==> src/rtl/display_scheduler_if.sv <==
// Bundle between the display requesters and the scheduler: request/data in,
// ownership and the selected display word out.
interface display_scheduler_if #(
    parameter int NREQ = 3
);
    logic [NREQ-1:0]    req;
    logic [16*NREQ-1:0] data;
    logic [NREQ-1:0]    grant;
    logic [1:0]         owner;
    logic [15:0]        num;
    logic               num_valid;

    modport master (
        output req, data,
        input  grant, owner, num, num_valid
    );

    modport slave (
        input  req, data,
        output grant, owner, num, num_valid
    );
endinterface

==> src/rtl/display_scheduler.sv <==
// Round-robin owner of the 7-segment display word with a minimum hold time
// per owner; an owner that drops its request gives the display up at once.
module display_scheduler #(
    parameter int          NREQ       = 3,
    parameter int          HOLD       = 50000000,
    parameter logic [15:0] IDLE_VALUE = 16'h0000
) (
    input  logic               clk,
    input  logic               rst,
    display_scheduler_if.slave bus
);
    localparam int HW = $clog2(HOLD);

    typedef enum logic {IDLE, SHOW} state_t;

    state_t          state, nxt_state;
    logic [NREQ-1:0] grant_q, nxt_grant;
    logic [1:0]      owner_q, nxt_owner;
    logic [1:0]      ptr_q, nxt_ptr;
    logic [15:0]     num_q, nxt_num;
    logic            valid_q, nxt_valid;
    logic [HW-1:0]   hold_q, nxt_hold;

    logic [1:0]      winner;
    logic [1:0]      idx;
    logic            found;
    logic            own_req;
    logic            other_req;
    logic            take;

    // Scan starts just after the last winner, so in SHOW the owner is checked last.
    always_comb begin
        winner = '0;
        found  = 1'b0;
        idx    = '0;
        for (int i = 1; i <= NREQ; i++) begin
            idx = 2'((int'(ptr_q) + i) % NREQ);
            if (!found && bus.req[idx]) begin
                found  = 1'b1;
                winner = idx;
            end
        end
    end

    assign own_req   = |(bus.req & grant_q);
    assign other_req = |(bus.req & ~grant_q);

    always_comb begin
        nxt_state = state;
        nxt_grant = grant_q;
        nxt_owner = owner_q;
        nxt_ptr   = ptr_q;
        nxt_valid = valid_q;
        nxt_hold  = hold_q;
        take      = 1'b0;

        case (state)
            IDLE: begin
                if (found) begin
                    take = 1'b1;
                end
            end
            SHOW: begin
                if (!own_req && other_req) begin
                    take = 1'b1;
                end else if (!own_req) begin
                    nxt_state = IDLE;
                    nxt_grant = '0;
                    nxt_owner = '0;
                    nxt_valid = 1'b0;
                    nxt_hold  = '0;
                end else if (hold_q == HW'(HOLD - 1) && other_req) begin
                    take = 1'b1;
                end else if (hold_q != HW'(HOLD - 1)) begin
                    nxt_hold = hold_q + 1'b1;
                end
            end
            default: begin
                nxt_state = IDLE;
            end
        endcase

        if (take) begin
            nxt_state = SHOW;
            nxt_grant = NREQ'(1) << winner;
            nxt_owner = winner;
            nxt_ptr   = winner;
            nxt_valid = 1'b1;
            nxt_hold  = '0;
        end

        nxt_num = nxt_valid ? bus.data[int'(nxt_owner) * 16 +: 16] : IDLE_VALUE;
    end

    always_ff @(posedge clk or negedge rst) begin
        if (!rst) begin
            state   <= IDLE;
            grant_q <= '0;
            owner_q <= '0;
            ptr_q   <= 2'(NREQ - 1);
            num_q   <= IDLE_VALUE;
            valid_q <= 1'b0;
            hold_q  <= '0;
        end else begin
            state   <= nxt_state;
            grant_q <= nxt_grant;
            owner_q <= nxt_owner;
            ptr_q   <= nxt_ptr;
            num_q   <= nxt_num;
            valid_q <= nxt_valid;
            hold_q  <= nxt_hold;
        end
    end

    assign bus.grant     = grant_q;
    assign bus.owner     = owner_q;
    assign bus.num       = num_q;
    assign bus.num_valid = valid_q;
endmodule

==> src/flat_wrapper.sv <==
// flat-port wrapper written by rule: the top's interface ports become plain ports
module display_scheduler_flat 
#(
    parameter int          NREQ       = 3,
    parameter int          HOLD       = 50000000,
    parameter logic [15:0] IDLE_VALUE = 16'h0000
)
  (clk, rst, bus_req, bus_data, bus_grant, bus_owner, bus_num, bus_num_valid);
  display_scheduler_if #(.NREQ(NREQ)) bus_i ();
  input  logic clk;
  input  logic rst;
  input wire logic [$bits(bus_i.req)-1:0] bus_req;
  input wire logic [$bits(bus_i.data)-1:0] bus_data;
  output wire logic [$bits(bus_i.grant)-1:0] bus_grant;
  output wire logic [$bits(bus_i.owner)-1:0] bus_owner;
  output wire logic [$bits(bus_i.num)-1:0] bus_num;
  output wire logic [$bits(bus_i.num_valid)-1:0] bus_num_valid;
  assign bus_i.req = bus_req;
  assign bus_i.data = bus_data;
  assign bus_grant = bus_i.grant;
  assign bus_owner = bus_i.owner;
  assign bus_num = bus_i.num;
  assign bus_num_valid = bus_i.num_valid;
  display_scheduler #(.NREQ(NREQ), .HOLD(HOLD), .IDLE_VALUE(IDLE_VALUE)) u_core (.clk(clk), .rst(rst), .bus(bus_i));
endmodule
==> config.mk <==
export PLATFORM = sky130hd
export DESIGN_NAME = display_scheduler_flat
export DESIGN_NICKNAME = d
export VERILOG_FILES = /design/src/rtl/display_scheduler_if.sv /design/src/rtl/display_scheduler.sv /design/src/flat_wrapper.sv
export SDC_FILE = /design/constraint.sdc
export NUM_CORES = 1
export LEC_CHECK = 0
export BUFFER_PORTS_ARGS = -buffer_cell sky130_fd_sc_hd__buf_2
export CORE_AREA = 2 2 84 86
export CTS_BUF_LIST = sky130_fd_sc_hd__clkbuf_2
export CTS_CLUSTER_DIAMETER = 100
export DETAILED_ROUTE_END_ITERATION = 7
export DIE_AREA = 0 0 86 88
export GPL_ROUTABILITY_DRIVEN = 1
export HOLD_SLACK_MARGIN = 0.02
export PLACE_DENSITY = 0.74
export SLEW_MARGIN = 20
export SYNTH_ARGS = -nofsm -noshare
export SYNTH_HDL_FRONTEND = slang
export SYNTH_SLANG_ARGS = --single-unit
==> constraint.sdc <==
create_clock -name clk -period 2.7 [get_ports clk]
set_input_delay 0.405 -clock clk [delete_from_list [all_inputs] [get_ports clk]]
set_output_delay 0.405 -clock clk [all_outputs]
set_load 0.01 [all_outputs]
==> metrics.md, run 1 <==
| Metric | Value |
|---|---|
| Share of synthesized flip-flops with an asynchronous set or reset | `100%` |
| Fillcell total | `557` |
| Worst-Margin Slew | `0.867 ns` |
| Switching Share | `43.4%` |
| CP startpoint kind | `flip-flop` |
| IO buf count | `74` |
| Layout Nets | `514` |
| Core ar. | `0.00664 mm²` |
| Max-slew headroom | `42.2%` |
| Net Switching | `1.45 mW` |
| Clock period minus final worst setup slack | `2.60 ns` |
| Max IR drop VDD | `0.334 mV` |
| WL final | `8800 µm` |
| CTS sink cnt | `51` |
| Final Setup Violations | `0` |
| Number of buffers on the longest clock path | `2` |
| Grt ovf | `0` |
| Skew-Pair Late Insertion Delay | `0.44 ns` |
| Area grow syn2layout | `22.7%` |
| Cell Rows | `30` |
| DR pass1 iterations | `5` |
| RSZ-0062 raised after global routing | `no` |
| Total clock buffers created by CTS | `5` |
| Antenna Nets Post-Route | `0` |
| Most used DFF post-synth | `dfrtp_1` |
| Mapped Cells | `371` |
| All-Layer GR Usage | `23.4%` |
| Final Wtd Congestion | `0.880` |
| Aggregate negative setup slack | `0 ns` |
| Combinational power share | `59.7%` |
| Static leakage | `1.78 nW` |
| MaxCap Viol Count | `0` |
| 1st-iter DRT viols | `243` |
| Root buffer cell | `clkbuf_2` |
| DRC | `0` |
| Ports | `75` |
| Largest net degree at the start of global routing | `52` |
| Register bit total from synthesis | `51` |
| Vias post-DR | `3339` |
| Syn. warnings | `0` |
| Share of cells above drive strength 1 | `28.6%` |
| Net Count, Synth | `427` |
| Die X-Extent | `86 µm` |
| Avg Vias per Cell | `6.21` |
| Synth Cell Area | `0.00328 mm²` |
| Die height | `88 µm` |
| CP Capture Type | `flip-flop` |
| H-tree Lvls | `2` |
| Outcome | `completed` |
| WL/cell | `16.4 µm` |
| Post-DP HPWL | `6390 µm` |
| Max Clk Rate | `384 MHz` |
| Critical Path AT | `2.99 ns` |
| Crit Path Max Fanout | `9` |
| Critical Path RT | `3.09 ns` |
| PwrDens | `829 mW/mm²` |
| Synth Area per Inst | `8.84 µm²` |
| Final hold viol count | `0` |
| Antenna cells | `0` |
| Power share of the clock group | `8.5%` |
| Number of global-route vias before repair | `3096` |
| First-pass GRT wire length | `14500 µm` |
| Sequential power share | `31.7%` |
| TritonCTS clock tree | `done` |
| EDFF count, synth | `0` |
| Layout Skew | `0.0201 ns` |
| Initial core utilization | `49.4%` |
| Area of the die | `0.00757 mm²` |
| Initial antenna violation count | `0` |
| Overall power | `3.34 mW` |
| P_int | `1.89 mW` |
| Final Slew Violations | `0` |
| Worst-path clk slew | `0.24 ns` |
| Tcrit/Tclk final | `96.4%` |
| WS Path Type | `flip-flop to flip-flop` |
| Worst hold path class | `primary input to flip-flop` |
| Register area share after synthesis | `39.0%` |
| Yosys cell types | `52` |
==> power by group through the flow <==
stage               Combinational [mW]  Clock (mW)  Sequential (mW)
finish                            1.99       0.285             1.06
floorplan                         1.15           0             1.12
detailed placement                1.83           0             1.07
global route                      2.17       0.316             1.08
CTS                               1.93       0.298             1.05
global placement                  1.79           0             1.07
==> state kept, by name, indices dropped and copies added, names as in the netlist <==
signal                count
u_core.bus.owner          2
u_core.bus.num           16
u_core.bus.grant          3
u_core.bus.num_valid      1
u_core.ptr_q              2
u_core.state              1
u_core.hold_q            26
==> cells in the final DEF, fill, tap and decap left out, types with 4 or more instances in the layout <==
cell type,instances
nand4_1,8
nand2_1,27
nor2_1,25
nor4_1,8
buf_4,23
o211ai_1,18
xnor2_1,12
and4_1,4
nand2b_1,5
nand3_1,29
inv_1,8
a21oi_1,11
dfrtp_1,50
and3_1,17
o21ai_0,23
a32oi_1,16
clkbuf_2,5
a22o_1,17
nor3_1,5
a31oi_1,11
buf_2,74
==> final timing paths <==
kind | cells past startpoint | endpoint | start | slack [ns]
min in group asynchronous | 3 | u_core.bus.num[13] | rst | 0.44
worst min-delay path | 2 | u_core.bus.num[1] | bus_data[17] | 0.16
max in group asynchronous | 3 | u_core.ptr_q[1] | rst | 1.95
worst min register to register | 1 | u_core.hold_q[14] | u_core.hold_q[14] | 0.51
worst max-delay path | 8 | u_core.hold_q[6] | u_core.ptr_q[1] | 0.1
worst max register to register | 8 | u_core.hold_q[6] | u_core.ptr_q[1] | 0.1
==> worst max-delay path: stages, from the launching register on <==
cell and delay (ns):
dfstp_2 0.59, inv_1 0.06, ha_4 0.18, o221a_2 0.28, o221a_2 0.31, buf_6 0.15
or4b_1 0.52, or3_1 0.33, a21oi_1 0.15
==> metal layers <==
metal,track usage (%),share of wire [%],vias to the layer above
met3,4.34,7.0,12
met1,30.4,44,1595
met2,40.2,48,135
li1,-,-,1597
met5,0,0,-
met4,6.49,1.4,0
==> synthesized netlist by cell type, drive strengths merged (8+ instances only) <==
cell type | number | area share, %
a32oi | 16 | 4.3
o21ai | 24 | 3.7
nor4 | 10 | 2.1
a22o | 17 | 4.5
a31oi | 11 | 2.1
nand2 | 27 | 3.1
dfrtp | 50 | 38
inv | 8 | 0.92
clkbuf | 15 | 1.7
nand3 | 29 | 4.4
buf | 9 | 1.5
o211ai | 18 | 4.1
nor2 | 25 | 2.9
nand4 | 8 | 1.5
and3 | 17 | 3.2
a21oi | 12 | 1.9
xnor2 | 12 | 3.2
==> kinds of logic (layout without fill, tap and decap cells) <==
logic type | count (synthesis) | in the layout | synth area share (%)
AND/OR/NAND/NOR | 154 | 154 | 25.7
AO/OA/AOI/OAI | 115 | 115 | 25.7
flip-flops | 51 | 51 | 39.0
buffers and inverters | 32 | 119 | 4.12
XOR/XNOR | 13 | 13 | 3.47
adder cells (fa/ha/maj) | 3 | 3 | 1.14
multiplexers | 3 | 3 | 0.916
==> per-stage QoR <==
stage	hold slack, ns	worst slack (ns)	utilization [%]	instance area [µm²]	std cells
final	0.165	0.0981	60.6	4030	538
after global routing	0.141	0.000623	60.6	4030	538
after CTS	0.158	0.0106	59.8	3970	538
after detailed placement	0.417	-0.145	58.5	3880	529
after global placement	0.413	-0.0617	58.5	3880	529
after floorplan	0.109	0.00779	-	3280	371
==> cell type report <==
type / count / area [µm²] / share of cell area [%]
flip-flops and latches: 51 / 1280 / 31.7
clock buffers: 5 / 25.0 / 0.622
repair buffers: 104 / 647 / 16.1
inverters: 8 / 30.0 / 0.746
multi-input cells: 288 / 1940 / 48.1
well taps: 80 / 100 / 2.49
clock inverters: 2 / 8.76 / 0.218
==> repair_timing <==
item / CTS / global route
hold endpoints to repair: 50 / 0
setup endpoints to repair: 19 / 28
pin swaps: 0 / 1
hold buffers: 1 / 0
setup buffers: 1 / 0
resized for setup: 7 / 9
Power figures use the tool's default switching activity.
==> run 2, diff against run 1 <==
==> constraint.sdc (replaced) <==
create_clock -name clk -period 2.7 [get_ports clk]
set_input_delay 0.27 -clock clk [delete_from_list [all_inputs] [get_ports clk]]
set_output_delay 0.27 -clock clk [all_outputs]
set_load 0.01 [all_outputs]
==> run 2 against run 1 <==
Effect of this change: register-to-register slack worse by 0.04 ns; critical endpoint is now u_core.bus.num[0]; sequential power hardly changed; sequential share of layout area is 0.93 points lower; critical path depth is 3 higher; largest cell class unchanged; highest routed layer unchanged; worst hold slack worse by 0.14 ns; flip-flop and latch count stayed put; critical path type unchanged.
==> metrics.md, run 2 (synthesis gave the netlist of run 1 again) <==
| Metric | Value |
|---|---|
| Max Clk Rate | `379 MHz` |
| Max reg flops | `26` |
| Worst-Margin Slew | `0.842 ns` |
| Crit Path Max Fanout | `8` |
| Final hold viol count | `0` |
| Initial antenna violation count | `0` |
| DR pass1 iterations | `4` |
| Die X-Extent | `86 µm` |
| 1st-iter DRT viols | `214` |
| Share of cells above drive strength 1 | `27.6%` |
| Max IR drop VDD | `0.297 mV` |
| Final Slew Violations | `0` |
| MaxCap Viol Count | `0` |
| Most frequent cells in the layout | `buf_2 (74), dfrtp_1 (50), nand3_1 (29)` |
| Cell Rows | `30` |
| Critical Path RT | `3.11 ns` |
| Post-DP HPWL | `6450 µm` |
| Fillcell total | `550` |
| Crit-path cells | `inv_1, ha_2, a22o_1, nor3_2, o221a_4, o21ai_0, buf_4, a2111oi_4, buf_4, buf_12, a22o_1` |
| WS Path Type | `flip-flop to flip-flop` |
| Worst-path clk slew | `0.28 ns` |
| Layout Nets | `529` |
| DRC | `0` |
| Layout Skew | `0.0430 ns` |
| Area of the die | `0.00757 mm²` |
| Total clock buffers created by CTS | `5` |
| Vias post-DR | `3406` |
| Avg Vias per Cell | `6.15` |
| Worst hold path class | `primary input to flip-flop` |
| Final Wtd Congestion | `0.870` |
| Pre-CTS setup slack | `-0.139 ns` |
| Bufs and invs on worst path | `4` |
| Area of the multi-input gates | `0.00191 mm²` |
| IO buf count | `74` |
| Clock period minus final worst setup slack | `2.64 ns` |
| CP Capture Type | `flip-flop` |
| TritonCTS clock tree | `done` |
| Finished Cell Area | `0.00415 mm²` |
| Final Setup Violations | `0` |
| Tcrit/Tclk final | `97.7%` |
| CP startpoint kind | `flip-flop` |
| All-Layer GR Usage | `24.1%` |
| Die height | `88 µm` |
| Number of buffers on the longest clock path | `2` |
| CTS sink cnt | `51` |
| WL final | `9280 µm` |
| First-pass GRT wire length | `14800 µm` |
| Critical Path AT | `3.05 ns` |
| Post-route setup slack | `0.0612 ns` |
| Largest delay contributor family on the critical path | `compound AO/OA/AOI/OAI gates` |
| Core ar. | `0.00664 mm²` |
| Ports | `75` |
| CP max stage cell | `dfstp_2` |
| Initial core utilization | `49.4%` |
| H-tree Lvls | `2` |
| RSZ-0062 raised after global routing | `yes` |
| Skew-Pair Late Insertion Delay | `0.46 ns` |
| Number of global-route vias before repair | `3149` |
| Most common cell after layout, fill and taps aside | `buf_2` |
| WL/cell | `16.7 µm` |
| Largest reg by FF count | `u_core.hold_q` |
| Antenna cells | `0` |
| FF/Latch Area | `0.00128 mm²` |
| Placement-stage cell area | `0.00386 mm²` |
| Max-slew headroom | `43.9%` |
| Outcome | `completed` |
| PwrDens | `840 mW/mm²` |
| Largest net degree at the start of global routing | `52` |
| Slowest stage delay, CP | `0.59 ns` |
| Root buffer cell | `clkbuf_2` |
| Static leakage | `1.84 nW` |
| Grt ovf | `0` |
| Area grow syn2layout | `26.4%` |
| Antenna Nets Post-Route | `0` |
==> run 2: worst reg2reg max path, stage by stage, from the launching register on <==
cell and delay, ns:
dfstp_2 0.59, inv_1 0.04, ha_2 0.20, a22o_1 0.23, nor3_2 0.23, o221a_4 0.27
o21ai_0 0.10, buf_4 0.16, a2111oi_4 0.33, buf_4 0.20, buf_12 0.13, a22o_1 0.16
==> run 2: metrics by stage <==
stage	hold WS [ns]	utilization [%]	instances	total power [mW]	TNS [ns]
6_report	0.0278	62.4	554	3.48	0
5_1_grt	0.0186	62.4	554	3.71	-0.0951
4_1_cts	0.0222	60.3	545	3.23	0
3_5_place_dp	0.424	58.1	527	2.89	-1.83
3_3_place_gp	0.419	58.1	527	2.84	0
2_1_floorplan	-0.0256	-	371	2.26	0
==> run 2: final timing paths <==
path / startpoint / to / slack [ns] / cells past startpoint
worst min register to register: u_core.ptr_q[1] / u_core.ptr_q[1] / 0.54 / 1
worst max-delay path: u_core.ptr_q[1] / u_core.bus.num[0] / 0.06 / 11
worst min-delay path: bus_data[29] / u_core.bus.num[13] / 0.03 / 2
min in group asynchronous: rst / u_core.bus.num[13] / 0.41 / 3
max in group asynchronous: rst / u_core.bus.grant[0] / 1.79 / 3
worst max register to register: u_core.ptr_q[1] / u_core.bus.num[0] / 0.06 / 11
==> run 2: repair_timing <==
| item | 4_1_cts | 5_1_grt |
|---|---|---|
| gates resized for setup | 1 | 7 |
| gates cloned | 0 | 1 |
| endpoints found under the setup margin | 16 | 27 |
| endpoints found under the hold margin | 59 | 4 |
| pin swaps | 0 | 5 |
| buffers inserted | 0 | 4 |
| hold buffers | 10 | 4 |
==> run 2: area by class of cell <==
type | instances | area share [%]
clock buffers | 6 | 0.724
clock inverters | 2 | 0.302
inverters | 8 | 0.724
multi-input cells | 288 | 46.1
flip-flops and latches | 51 | 30.8
well taps | 80 | 2.41
repair buffers | 119 | 18.9
==> run 2: report_power, final <==
part	internal, mW	switching (mW)
clock	0.0659	0.256
combinational	0.950	1.15
sequential	0.950	0.108
==> run 2: metal layers <==
layer  part of all wire (%)  GRT usage, %
met5                      0             0
met4                    1.3          6.78
met3                    6.5          3.77
met2                     47          41.2
met1                     45          31.9
